**src/rtl/uart_pkg.sv**
```systemverilog
// Shared UART definitions for tx_control and rx_control: widths, frame length,
// FSM state codes and parity-select encodings.
package uart_pkg;

  localparam int BAUD_W     = 20;
  localparam int FRAME_BITS = 11;
  localparam int BITCNT_W   = $clog2(FRAME_BITS + 1);

  typedef logic [0:0] state_t;
  localparam state_t IDLE  = 1'b0;
  localparam state_t SHIFT = 1'b1;

  localparam logic PAR_EVEN = 1'b0;
  localparam logic PAR_ODD  = 1'b1;

endpackage

```
**src/rtl/uart_bit_timer.sv**
```systemverilog
// Baud and bit counter shared by the UART engines: btu marks the last clock of
// each bit-time, and done marks the btu that completes a full frame.
module uart_bit_timer
  import uart_pkg::*;
(
  input  logic              clk,
  input  logic              reset,
  input  logic              run,
  input  logic [BAUD_W-1:0] baud,
  output logic              btu,
  output logic              done
);

  logic [BAUD_W-1:0]   count;
  logic [BAUD_W-1:0]   limit;
  logic [BITCNT_W-1:0] bitcnt;

  // A zero divisor would never produce a tick, so it behaves like a divisor of one.
  assign limit = (baud == '0) ? BAUD_W'(1) : baud;
  assign btu   = run && (count == limit - BAUD_W'(1));
  assign done  = btu && (bitcnt == BITCNT_W'(FRAME_BITS - 1));

  always_ff @(posedge clk) begin
    if (!reset || !run) begin
      count  <= '0;
      bitcnt <= '0;
    end else if (btu) begin
      count  <= '0;
      bitcnt <= done ? '0 : bitcnt + BITCNT_W'(1);
    end else begin
      count  <= count + BAUD_W'(1);
    end
  end

endmodule

```
**src/rtl/tx_control.sv**
```systemverilog
// UART transmit engine: latches a byte and its framing on load and shifts out an
// 11-bit-time frame, LSB first. Optional line break via macro TX_BREAK_EN.
module tx_control
  import uart_pkg::*;
(
  input  logic              clk,
  input  logic              reset,
  input  logic              load,
  input  logic [7:0]        out_port,
  input  logic              bit8,
  input  logic              pen,
  input  logic              ohel,
  input  logic [BAUD_W-1:0] baud,
  output logic              tx,
  output logic              tx_rdy
`ifdef TX_BREAK_EN
  ,
  input  logic              brk
`endif
);

  state_t                  state;
  logic                    pend;
  logic [FRAME_BITS-1:0]   shreg;
  logic [7:0]              data_h;
  logic                    bit8_h;
  logic                    pen_h;
  logic                    ohel_h;
  logic [BAUD_W-1:0]       baud_h;
  logic [7:0]              data_sent;
  logic                    pbit;
  logic [FRAME_BITS-1:0]   frame;
  logic                    btu;
  logic                    done;

  // d7 is masked off in 7-bit mode so it never affects parity.
  assign data_sent = bit8_h ? data_h : {1'b0, data_h[6:0]};
  assign pbit      = pen_h ? ((^data_sent) ^ (ohel_h == PAR_ODD)) : 1'b1;
  assign frame     = bit8_h ? {1'b1, pbit, data_h, 1'b0}
                            : {2'b11, pbit, data_h[6:0], 1'b0};

  assign tx = shreg[0];

  uart_bit_timer u_timer (
    .clk   (clk),
    .reset (reset),
    .run   (state == SHIFT),
    .baud  (baud_h),
    .btu   (btu),
    .done  (done)
  );

  // The load edge only captures the configuration; the frame enters the shift
  // register one clock later, which is where the start bit begins.
  always_ff @(posedge clk) begin
    if (!reset) begin
      state  <= IDLE;
      pend   <= 1'b0;
      shreg  <= '1;
      tx_rdy <= 1'b1;
      data_h <= '0;
      bit8_h <= 1'b0;
      pen_h  <= 1'b0;
      ohel_h <= 1'b0;
      baud_h <= '0;
    end else if (state == IDLE) begin
      if (pend) begin
        pend  <= 1'b0;
        state <= SHIFT;
        shreg <= frame;
      end
`ifdef TX_BREAK_EN
      else if (brk) begin
        shreg  <= {{(FRAME_BITS-1){1'b1}}, 1'b0};
        tx_rdy <= 1'b0;
      end
`endif
      else if (load && tx_rdy) begin
        pend   <= 1'b1;
        tx_rdy <= 1'b0;
        data_h <= out_port;
        bit8_h <= bit8;
        pen_h  <= pen;
        ohel_h <= ohel;
        baud_h <= baud;
      end else begin
        shreg  <= '1;
        tx_rdy <= 1'b1;
      end
    end else begin
      if (done) begin
        state  <= IDLE;
        shreg  <= '1;
        tx_rdy <= 1'b1;
      end else if (btu) begin
        shreg <= {1'b1, shreg[FRAME_BITS-1:1]};
      end
    end
  end

endmodule

```
**config.mk**
```make
export PLATFORM = sky130hd
export DESIGN_NAME = tx_control
export DESIGN_NICKNAME = d
export VERILOG_FILES = /design/src/rtl/uart_pkg.sv /design/src/rtl/uart_bit_timer.sv /design/src/rtl/tx_control.sv
export SDC_FILE = /design/constraint.sdc
export NUM_CORES = 1
export LEC_CHECK = 0
export CORE_MARGIN = 1
export CORE_UTILIZATION = 52
export DETAILED_ROUTE_END_ITERATION = 8
export GPL_TIMING_DRIVEN = 0
export PLACE_DENSITY = 0.73
export SLEW_MARGIN = 20
export SYNTH_ARGS = -nofsm -noshare
export SYNTH_HDL_FRONTEND = slang
export SYNTH_SLANG_ARGS = --single-unit
```
**constraint.sdc**
```tcl
create_clock -name clk -period 7 [get_ports clk]
set_input_delay 1.4 -clock clk [delete_from_list [all_inputs] [get_ports clk]]
set_output_delay 1.4 -clock clk [all_outputs]
set_load 0.01 [all_outputs]
```
==> flow_metrics.tcl, run 1 <==
set metrics [dict create \
    root_buffer "clkbuf_8" \
    drt-vias-per-instance 5.41 \
    path_class "reg2reg" \
    grt_overflow 0 \
    post_cts_resize_count 0 \
    endpoint "shreg[6]" \
    syn-instance-count 464 \
    reg2reg_depth 14 \
    fin_crit_ps 3880 \
    cts_buffers 9 \
    cts_hold_buf 0 \
    gp_congestion 0.865 \
    worstPathArrival_ps 4080 \
    power_density_nw_per_um2 229 \
    initial_utilization 0.542 \
    grt_pass1_wl_mm 15.1 \
    ys_types 63 \
    syn_area_per_cell_um2 8.52 \
    die_y_um 89.2 \
    r2r-end "shreg[6]" \
    top_usage_layer "met2" \
    startpoint_type "register" \
    wl_mm 8.99 \
    fin_area_um2 4620 \
    yosys.area.top_type_share 0.345 \
    worst_pin_slew_ps 769 \
    endpoint_kind "register" \
    async_reset_ff_frac 0 \
    ys_ff_latch 68 \
    p_switching_mw 0.318 \
    gr-usage-met2 0.450 \
    place_area_um2 4420 \
    grt_start_max_net_pins 12 \
    ant_nets 0 \
    dp_hpwl_mm 6.87 \
    seq_power_share 0.408 \
    cts_htree_levels 3 \
    p_int_mw 0.739 \
    worst_path_max_delay_cell "or4_1" \
    cpPeakStageDelay_ps 560 \
    combinationalPowerShare 0.257 \
    ys_seq_area_frac 0.345 \
    first_global_vias 3235 \
    yosysWarnings 0 \
    leakage_nw 1.70 \
    cts.sinks 68 \
    syn_to_final_growth_pct 17.0 \
    syn-cell-area_um2 3950 \
    fillers 686 \
    finalHoldViolCount 0 \
    reg2reg_from "baud_h[9]" \
    tns_ps 0 \
    die_area_um2 7950 \
    crit_path_start "baud_h[9]" \
    fin_util 0.634 \
    finalClockSkew_ps 13.1 \
    grt_setup_unrepaired "no" \
    synth_largest_area_cell "dfxtp_1" \
    num_rows 31 \
    worstPathMaxFanout 10 \
    fmax_mhz 258 \
    ir_worst_vdd_mv 0.134 \
    wire_per_inst_um 14.7 \
    max-slew-margin-rel 0.483 \
    clk_pin_slew_worst_paths_ps 80 \
    drv_slew 0 \
    nets 547 \
    drv_cap 0 \
    firstDrtPassIters 4 \
    synth_ff_type "dfxtp_1" \
    synth_enable_flop_cells 0 \
    seq_area_um2 1360 \
    antenna_cells 0 \
    met1_usage 0.298 \
    clkLatencyLatePin_ps 360 \
    hp-class "reg2reg" \
    syn-num-nets 502 \
    path_common_cell "buf_6" \
    power.total_mw 1.06 \
    io_pins 36 \
    drive_gt1_frac 0.128 \
    setup_viol 0 \
    cp.required_ps 7200 \
    crit_chain "or4_1, buf_6, nor4_1, a21oi_1, ha_1, nor4b_1, nand4b_1, xnor2_1, o2111ai_1, a2111oi_2, and4b_4, buf_6, o21a_4, o211ai_2" \
    final.period_utilization 0.555 \
    cts_tree "yes" \
    drc 0 \
    regToRegSetupSlack_ps 3120 \
    vias 3315 \
    clockBufferDepth 2 \
    met3_usage 0.0499 \
    cts_setup_buffers 0 \
    core_area_um2 7290 \
    multi_input_area_um2 2330 \
    antenna_found_initial 0 \
    die_w_um 89.2 \
    status "completed" \
    synth_area_leaders "dfxtp_1, nand2_1, a21boi_0" \
    drtIter0Drc 127 \
    switching_share 0.301 \
    io_buffers 34 \
    clkPwrFrac 0.335 \
    grt_usage 0.251 \
]
-- cells by family (layout without fill, tap and decap cells) --
logic type	Yosys count	count (layout)	share of synthesized area
XOR/XNOR	49	49	0.109
flip-flops	68	68	0.345
AO/OA/AOI/OAI	98	98	0.191
multiplexers	6	6	0.0158
AND/OR/NAND/NOR	197	197	0.263
adder cells (fa/ha/maj)	4	4	0.0127
buffers and inverters	42	92	0.0646
-- state kept, by name, indices dropped and copies added, names as in the netlist --
name,cells
pend,1
pen_h,1
shreg,10
tx_rdy,1
u_timer.bitcnt,4
ohel_h,1
state,1
data_h,8
bit8_h,1
baud_h,20
u_timer.count,20
-- power groups by stage --
stage / clock [mW] / combinational [mW] / sequential (mW)
after floorplan: 0 / 0.206 / 0.435
after global placement: 0 / 0.269 / 0.439
after detailed placement: 0 / 0.272 / 0.440
after CTS: 0.360 / 0.273 / 0.432
after global routing: 0.377 / 0.302 / 0.435
final: 0.354 / 0.272 / 0.432
-- placed cells by master (no fill, tap or decap), types with 6 or more instances in the layout --
cell	count
nor4_1	9
nand3_1	12
buf_6	6
a21oi_1	7
o211ai_2	7
clkbuf_1	17
nor2_1	36
clkbuf_8	13
dfxtp_1	68
xnor2_1	28
nor3_1	9
a21boi_0	33
xor2_1	21
o21ai_0	15
and3_1	7
nand2_1	79
o22ai_1	7
inv_1	13
clkdlybuf4s50_1	34
nor2_4	10
-- per-stage QoR --
step           setup WS (ps)  instances  hold WS, ps
6_report                3120        613          484
5_1_grt                 2810        613          501
4_1_cts                 3090        613          488
3_5_place_dp            3120        597          476
3_3_place_gp            3150        597          470
2_1_floorplan           3680        464          436
-- final cells by class --
type | instances | area share
multi-input combinational | 354 | 0.505
tap | 99 | 0.0268
timing repair buffer | 34 | 0.0736
inverter | 13 | 0.0106
clock inverter | 4 | 0.0160
buffer | 29 | 0.0446
clock buffer | 12 | 0.0292
sequential | 68 | 0.294
-- routing by layer --
metal / routed length, um / part of all wire
met1: 4130 / 0.46
met5: 0 / 0
met4: 136 / 0.015
met2: 4440 / 0.49
met3: 287 / 0.032
-- critical path: cells and delay by family (launching register included) --
family | cells | cell delay, ps
buffers and inverters | 2 | 310
adder cells (fa/ha/maj) | 1 | 280
flip-flops | 1 | 400
XOR/XNOR | 1 | 130
AO/OA/AOI/OAI | 5 | 970
AND/OR/NAND/NOR | 5 | 1630
-- cells in the mapped netlist, drive strengths merged, types with 7 or more instances --
master  number
dfxtp       68
xnor2       28
and3         7
buf         10
o211ai       8
a21oi        7
nand3       13
or4          7
inv         13
nand2       79
o22ai        7
nor4        10
o21ai       19
nor3         9
a21boi      33
clkbuf      18
xor2        21
nor2        46
-- worst min-delay path by stage --
| stage | cells past startpoint | start | slack (ps) | endpoint |
|---|---|---|---|---|
| 2_1_floorplan | 1 | shreg[8] | 440 | shreg[8] |
| 3_3_place_gp | 1 | shreg[8] | 470 | shreg[8] |
| 3_5_place_dp | 1 | shreg[8] | 480 | shreg[8] |
| 4_1_cts | 2 | ohel_h | 490 | ohel_h |
| 5_1_grt | 1 | shreg[8] | 500 | shreg[8] |
| 6_report | 2 | ohel_h | 480 | ohel_h |
Power figures use the tool's default switching activity.
==> run 2, diff against run 1 <==
Settings changed: PLACE_DENSITY 0.73 to 0.76.
Clock period 7 ns to 3.45 ns, I/O delays scaled along.
==> run 2 against run 1 <==
The run now ends with setup timing left. Clock power is 82% higher. Worst setup slack worse by 3200 ps. Final cell count is 1.3% higher. Maximum frequency is 11% higher. Critical endpoint is now shreg[9]. Largest cell class unchanged. Sequential share of layout area is 1.3 points lower. Clock skew is 4.3 ps lower. Register-to-register slack worse by 3200 ps. Global-route usage is 0.24 points lower. Total power is 100% higher. Highest routed layer unchanged. Sequential cell count stayed put. Count of clock-buffer cells in the layout is 2 lower. Critical path depth stayed put.
==> flow_metrics.tcl, run 2 (same netlist as run 1, synthesis figures left out) <==
set metrics [dict create \
    status "finished with violations" \
    failed_checks "setup timing" \
    seq_power_share 0.407 \
    top_regs "baud_h: 20 flops, u_timer.count: 20 flops, shreg: 10 flops" \
    finalClockSkew_ps 8.82 \
    grt_start_max_net_pins 13 \
    combinationalPowerShare 0.294 \
    fmax_mhz 287 \
    finalHoldViolCount 0 \
    worst_pin_slew_ps 849 \
    cp.required_ps 3690 \
    nets 555 \
    worstPathMaxFanout 8 \
    max-slew-margin-rel 0.429 \
    fin_area_um2 4870 \
    endpoint_kind "register" \
    grt_pass1_wl_mm 15.1 \
    num_rows 31 \
    cts_buffers 9 \
    setup_viol 2 \
    final_cell_mix "nand2_1, dfxtp_1, clkdlybuf4s50_1, a21boi_0, nor2_1" \
    drt-vias-per-instance 5.52 \
    startpoint_type "register" \
    multi_input_area_um2 2460 \
    fin_util 0.668 \
    pre_cts_slack_ps -428 \
    clkPwrFrac 0.299 \
    dp_hpwl_mm 6.65 \
    first_global_vias 3209 \
    drtIter0Drc 184 \
    die_w_um 89.2 \
    worstPathArrival_ps 3730 \
    firstDrtPassIters 4 \
    place_area_um2 4420 \
    drv_cap 0 \
    layout_commonest_cell "nand2_1" \
    vias 3426 \
    fin_crit_ps 3490 \
    leakage_nw 1.77 \
    drive_gt1_frac 0.190 \
    power_density_nw_per_um2 442 \
    tns_ps -47.1 \
    clk_pin_slew_worst_paths_ps 80 \
    dpl.cell_count 597 \
    p_switching_mw 0.686 \
    clockBufferDepth 2 \
    initial_utilization 0.542 \
    switching_share 0.318 \
    fillers 668 \
    cts.sinks 68 \
    instances_no_fill 621 \
    die_y_um 89.2 \
    antenna_cells 0 \
    p_int_mw 1.47 \
    seq_area_um2 1370 \
    path_class "reg2reg" \
    drc 0 \
    final.period_utilization 1.01 \
    setup_ws_ps -39.1 \
    ant_nets 0 \
    hp-class "reg2reg" \
    cts_htree_levels 3 \
    core_area_um2 7290 \
    syn_to_final_growth_pct 23.3 \
    cts_tree "yes" \
    grt_usage 0.249 \
    io_pins 36 \
    antenna_found_initial 0 \
    root_buffer "clkbuf_8" \
    ir_worst_vdd_mv 0.247 \
    drv_slew 0 \
    grt_setup_unrepaired "yes" \
    wl_mm 9.36 \
    grt_overflow 0 \
    io_buffers 34 \
    gp_congestion 0.931 \
    wire_per_inst_um 15.1 \
    clkLatencyLatePin_ps 350 \
    die_area_um2 7950 \
]
-- run 2: cell count changes in the layout (fill, tap and decap cells not counted), moves of 3 or more --
cell	before	now
or4_1	5	2
nor2_2	0	3
nor2_1	36	32
o21ai_0	15	7
buf_8	0	3
buf_4	0	8
or4_4	0	3
clkinvlp_4	0	4
dfxtp_1	68	63
o21ai_1	3	11
dfxtp_2	0	3
buf_6	6	3
-- run 2: worst max-delay path: stages (launching register included) --
cell     delay [ps]
dfxtp_2         320
buf_8           120
or4_4           550
nor4_4          340
a21oi_4         110
ha_4            180
nor4b_2         180
and3_1          220
a211o_1         280
a31oi_2         240
a21oi_2          50
and4b_4         210
buf_8           140
o21a_4          250
o32a_1          180
-- run 2: power groups by stage --
stage	clock network [mW]	logic (mW)	registers, mW
global route	0.683	0.693	0.884
CTS	0.659	0.586	0.876
floorplan	0	0.417	0.882
finish	0.645	0.633	0.878
detailed placement	0	0.551	0.891
global placement	0	0.541	0.889
-- run 2: area by class of cell --
cell class,instances,area share
Buffer,27,0.0431
Clock buffer,10,0.0262
Clock inverter,6,0.0134
Inverter,13,0.0100
Multi-Input combinational cell,354,0.505
Sequential cell,68,0.282
Tap cell,99,0.0254
Timing Repair Buffer,44,0.0950
-- run 2: path summary, 6_finish.rpt --
path              startpoint        to  slack (ps)  cells after the start
hold / removal      shreg[7]  shreg[7]         490                      2
setup / recovery  baud_h[14]  shreg[9]         -40                     14
hold reg to reg     shreg[7]  shreg[7]         490                      2
setup reg to reg  baud_h[14]  shreg[9]         -40                     14
-- run 2: layer usage --
| layer | track usage | share of wire | vias to the layer above | wire length [um] |
|---|---|---|---|---|
| met3 | 0.0443 | 0.037 | 16 | 350 |
| met1 | 0.311 | 0.45 | 1618 | 4230 |
| met2 | 0.423 | 0.49 | 78 | 4570 |
| li1 | - | - | 1714 | - |
| met5 | 0 | 0 | - | 0 |
| met4 | 0.104 | 0.021 | 0 | 199 |
-- run 2: repair_timing --
item                                   CTS  global route
pin swaps                                8            21
gates cloned                             0             2
resized for setup                       23            25
setup endpoints to repair               36            36
endpoints found under the hold margin    0             0
buffers inserted                         4             4
hold buffers                             0             0
-- run 2: through the flow --
step	total power, mW	hold WS (ps)
after floorplan	1.30	436
after global placement	1.43	465
after detailed placement	1.44	479
after CTS	2.12	496
after global routing	2.26	511
final	2.16	490
==> run 3, diff against run 2 <==
Settings changed: GPL_ROUTABILITY_DRIVEN from default to 0.
==> run 3 against run 2 <==
The flow now finishes without violations. Total power increased by 1.5%. Worst setup slack improved by 71 ps. Global-route usage decreased by 0.18 points. Critical path depth unchanged.
==> flow_metrics.tcl, run 3 (same netlist as run 1, synthesis figures left out) <==
set metrics [dict create \
    power_density_nw_per_um2 452 \
    first_global_vias 3178 \
    critPathBufInv 2 \
    drtIter0Drc 139 \
    drv_cap 0 \
    core_area_um2 7290 \
    path_common_cell "buf_8" \
    top_regs "baud_h: 20 flops, u_timer.count: 20 flops, shreg: 10 flops" \
    drive_gt1_frac 0.177 \
    antenna_found_initial 0 \
    cts_tree "yes" \
    leakage_nw 1.77 \
    drt-vias-per-instance 5.52 \
    ir_worst_vdd_mv 0.240 \
    fin_area_um2 4840 \
    path_class "reg2reg" \
    whs_ps 489 \
    status "completed" \
    die_y_um 89.2 \
    drv_slew 0 \
    place_area_um2 4420 \
    dp_hpwl_mm 6.50 \
    fin_util 0.663 \
    initial_utilization 0.542 \
    die_area_um2 7950 \
    grt_pass1_wl_mm 15.1 \
    wl_mm 9.14 \
    io_buffers 34 \
    finalClockSkew_ps 11.5 \
    pre_cts_slack_ps -415 \
    grt_start_max_net_pins 13 \
    worst_path_max_delay_cell "or4_4" \
    num_rows 31 \
    grt_usage 0.247 \
    vias 3440 \
    nets 557 \
    finalHoldViolCount 0 \
    firstDrtPassIters 4 \
    cpPeakStageDelay_ps 550 \
    die_w_um 89.2 \
    clkLatencyLatePin_ps 360 \
    layout_commonest_cell "nand2_1" \
    cp.required_ps 3690 \
    setup_viol 0 \
    max-slew-margin-rel 0.438 \
    root_buffer "clkbuf_8" \
    setup_ws_ps 31.4 \
    worstPathArrival_ps 3660 \
    io_pins 36 \
    final.period_utilization 0.991 \
    drc 0 \
    ant_nets 0 \
    hp-class "reg2reg" \
    startpoint_type "register" \
    crit_chain "buf_8, or4_4, nor4_4, a21oi_4, ha_4, nor4b_1, and3_1, a211o_1, a31oi_1, a21oi_1, and4b_4, buf_8, o21a_4, o32a_1" \
    worst_pin_slew_ps 836 \
    fin_crit_ps 3420 \
    antenna_cells 0 \
    cts_htree_levels 3 \
    final_cell_mix "nand2_1, dfxtp_1, nor2_1, clkdlybuf4s50_1, a21boi_0" \
    fmax_mhz 293 \
    endpoint_kind "register" \
    crit_family "simple AND/OR/NAND/NOR gates" \
    cts_buffers 9 \
    power.total_mw 2.19 \
    worstPathMaxFanout 8 \
    syn_to_final_growth_pct 22.4 \
    clk_pin_slew_worst_paths_ps 80 \
    grt_overflow 0 \
    wire_per_inst_um 14.7 \
    clockBufferDepth 2 \
    grt_setup_unrepaired "yes" \
    cts.sinks 68 \
]
## run 3: what timing repair did
action                                  in CTS  in global routing
endpoints found under the setup margin      36                 36
hold buffers                                 0                  0
gates resized for setup                     19                 14
pin swaps                                    9                 13
setup buffers                                7                  4
## run 3: worst min-delay path, stage by stage, from the launching register on
cell and delay (ps):
dfxtp_1 330, nand2_1 50, a21boi_0 60
## run 3: per-stage QoR
stage / cells / TNS [ps]
after CTS: 619 / 0
after global placement: 597 / -6560
after global routing: 623 / -1400
after detailed placement: 597 / -11120
final: 623 / 0
after floorplan: 464 / 0
## run 3: final cells by class
class / instances / area, um^2
Fill cell: 635 / 2460
Multi-Input combinational cell: 354 / 2440
Sequential cell: 68 / 1370
Timing Repair Buffer: 45 / 439
Buffer: 28 / 214
Clock buffer: 11 / 141
Tap cell: 99 / 124
Clock inverter: 5 / 61.3
Inverter: 13 / 48.8
## run 3: layer usage
layer,global-route usage,share of wire,vias up
li1,-,-,1719
met1,0.312,0.44,1641
met2,0.414,0.49,63
met3,0.0462,0.038,17
met4,0.104,0.025,0
met5,0,0,-
## run 3: power by group
group | leakage (nW) | switching [mW] | internal (mW)
combinational | 1.12 | 0.328 | 0.310
clock | 0.0918 | 0.317 | 0.355
sequential | 0.557 | 0.0459 | 0.832
## run 3: final timing paths
| check | from | endpoint | slack [ps] | cells after the start |
|---|---|---|---|---|
| setup reg to reg | baud_h[14] | shreg[9] | 30 | 14 |
| setup / recovery | baud_h[14] | shreg[9] | 30 | 14 |
| hold / removal | ohel_h | ohel_h | 490 | 2 |
| hold reg to reg | ohel_h | ohel_h | 490 | 2 |
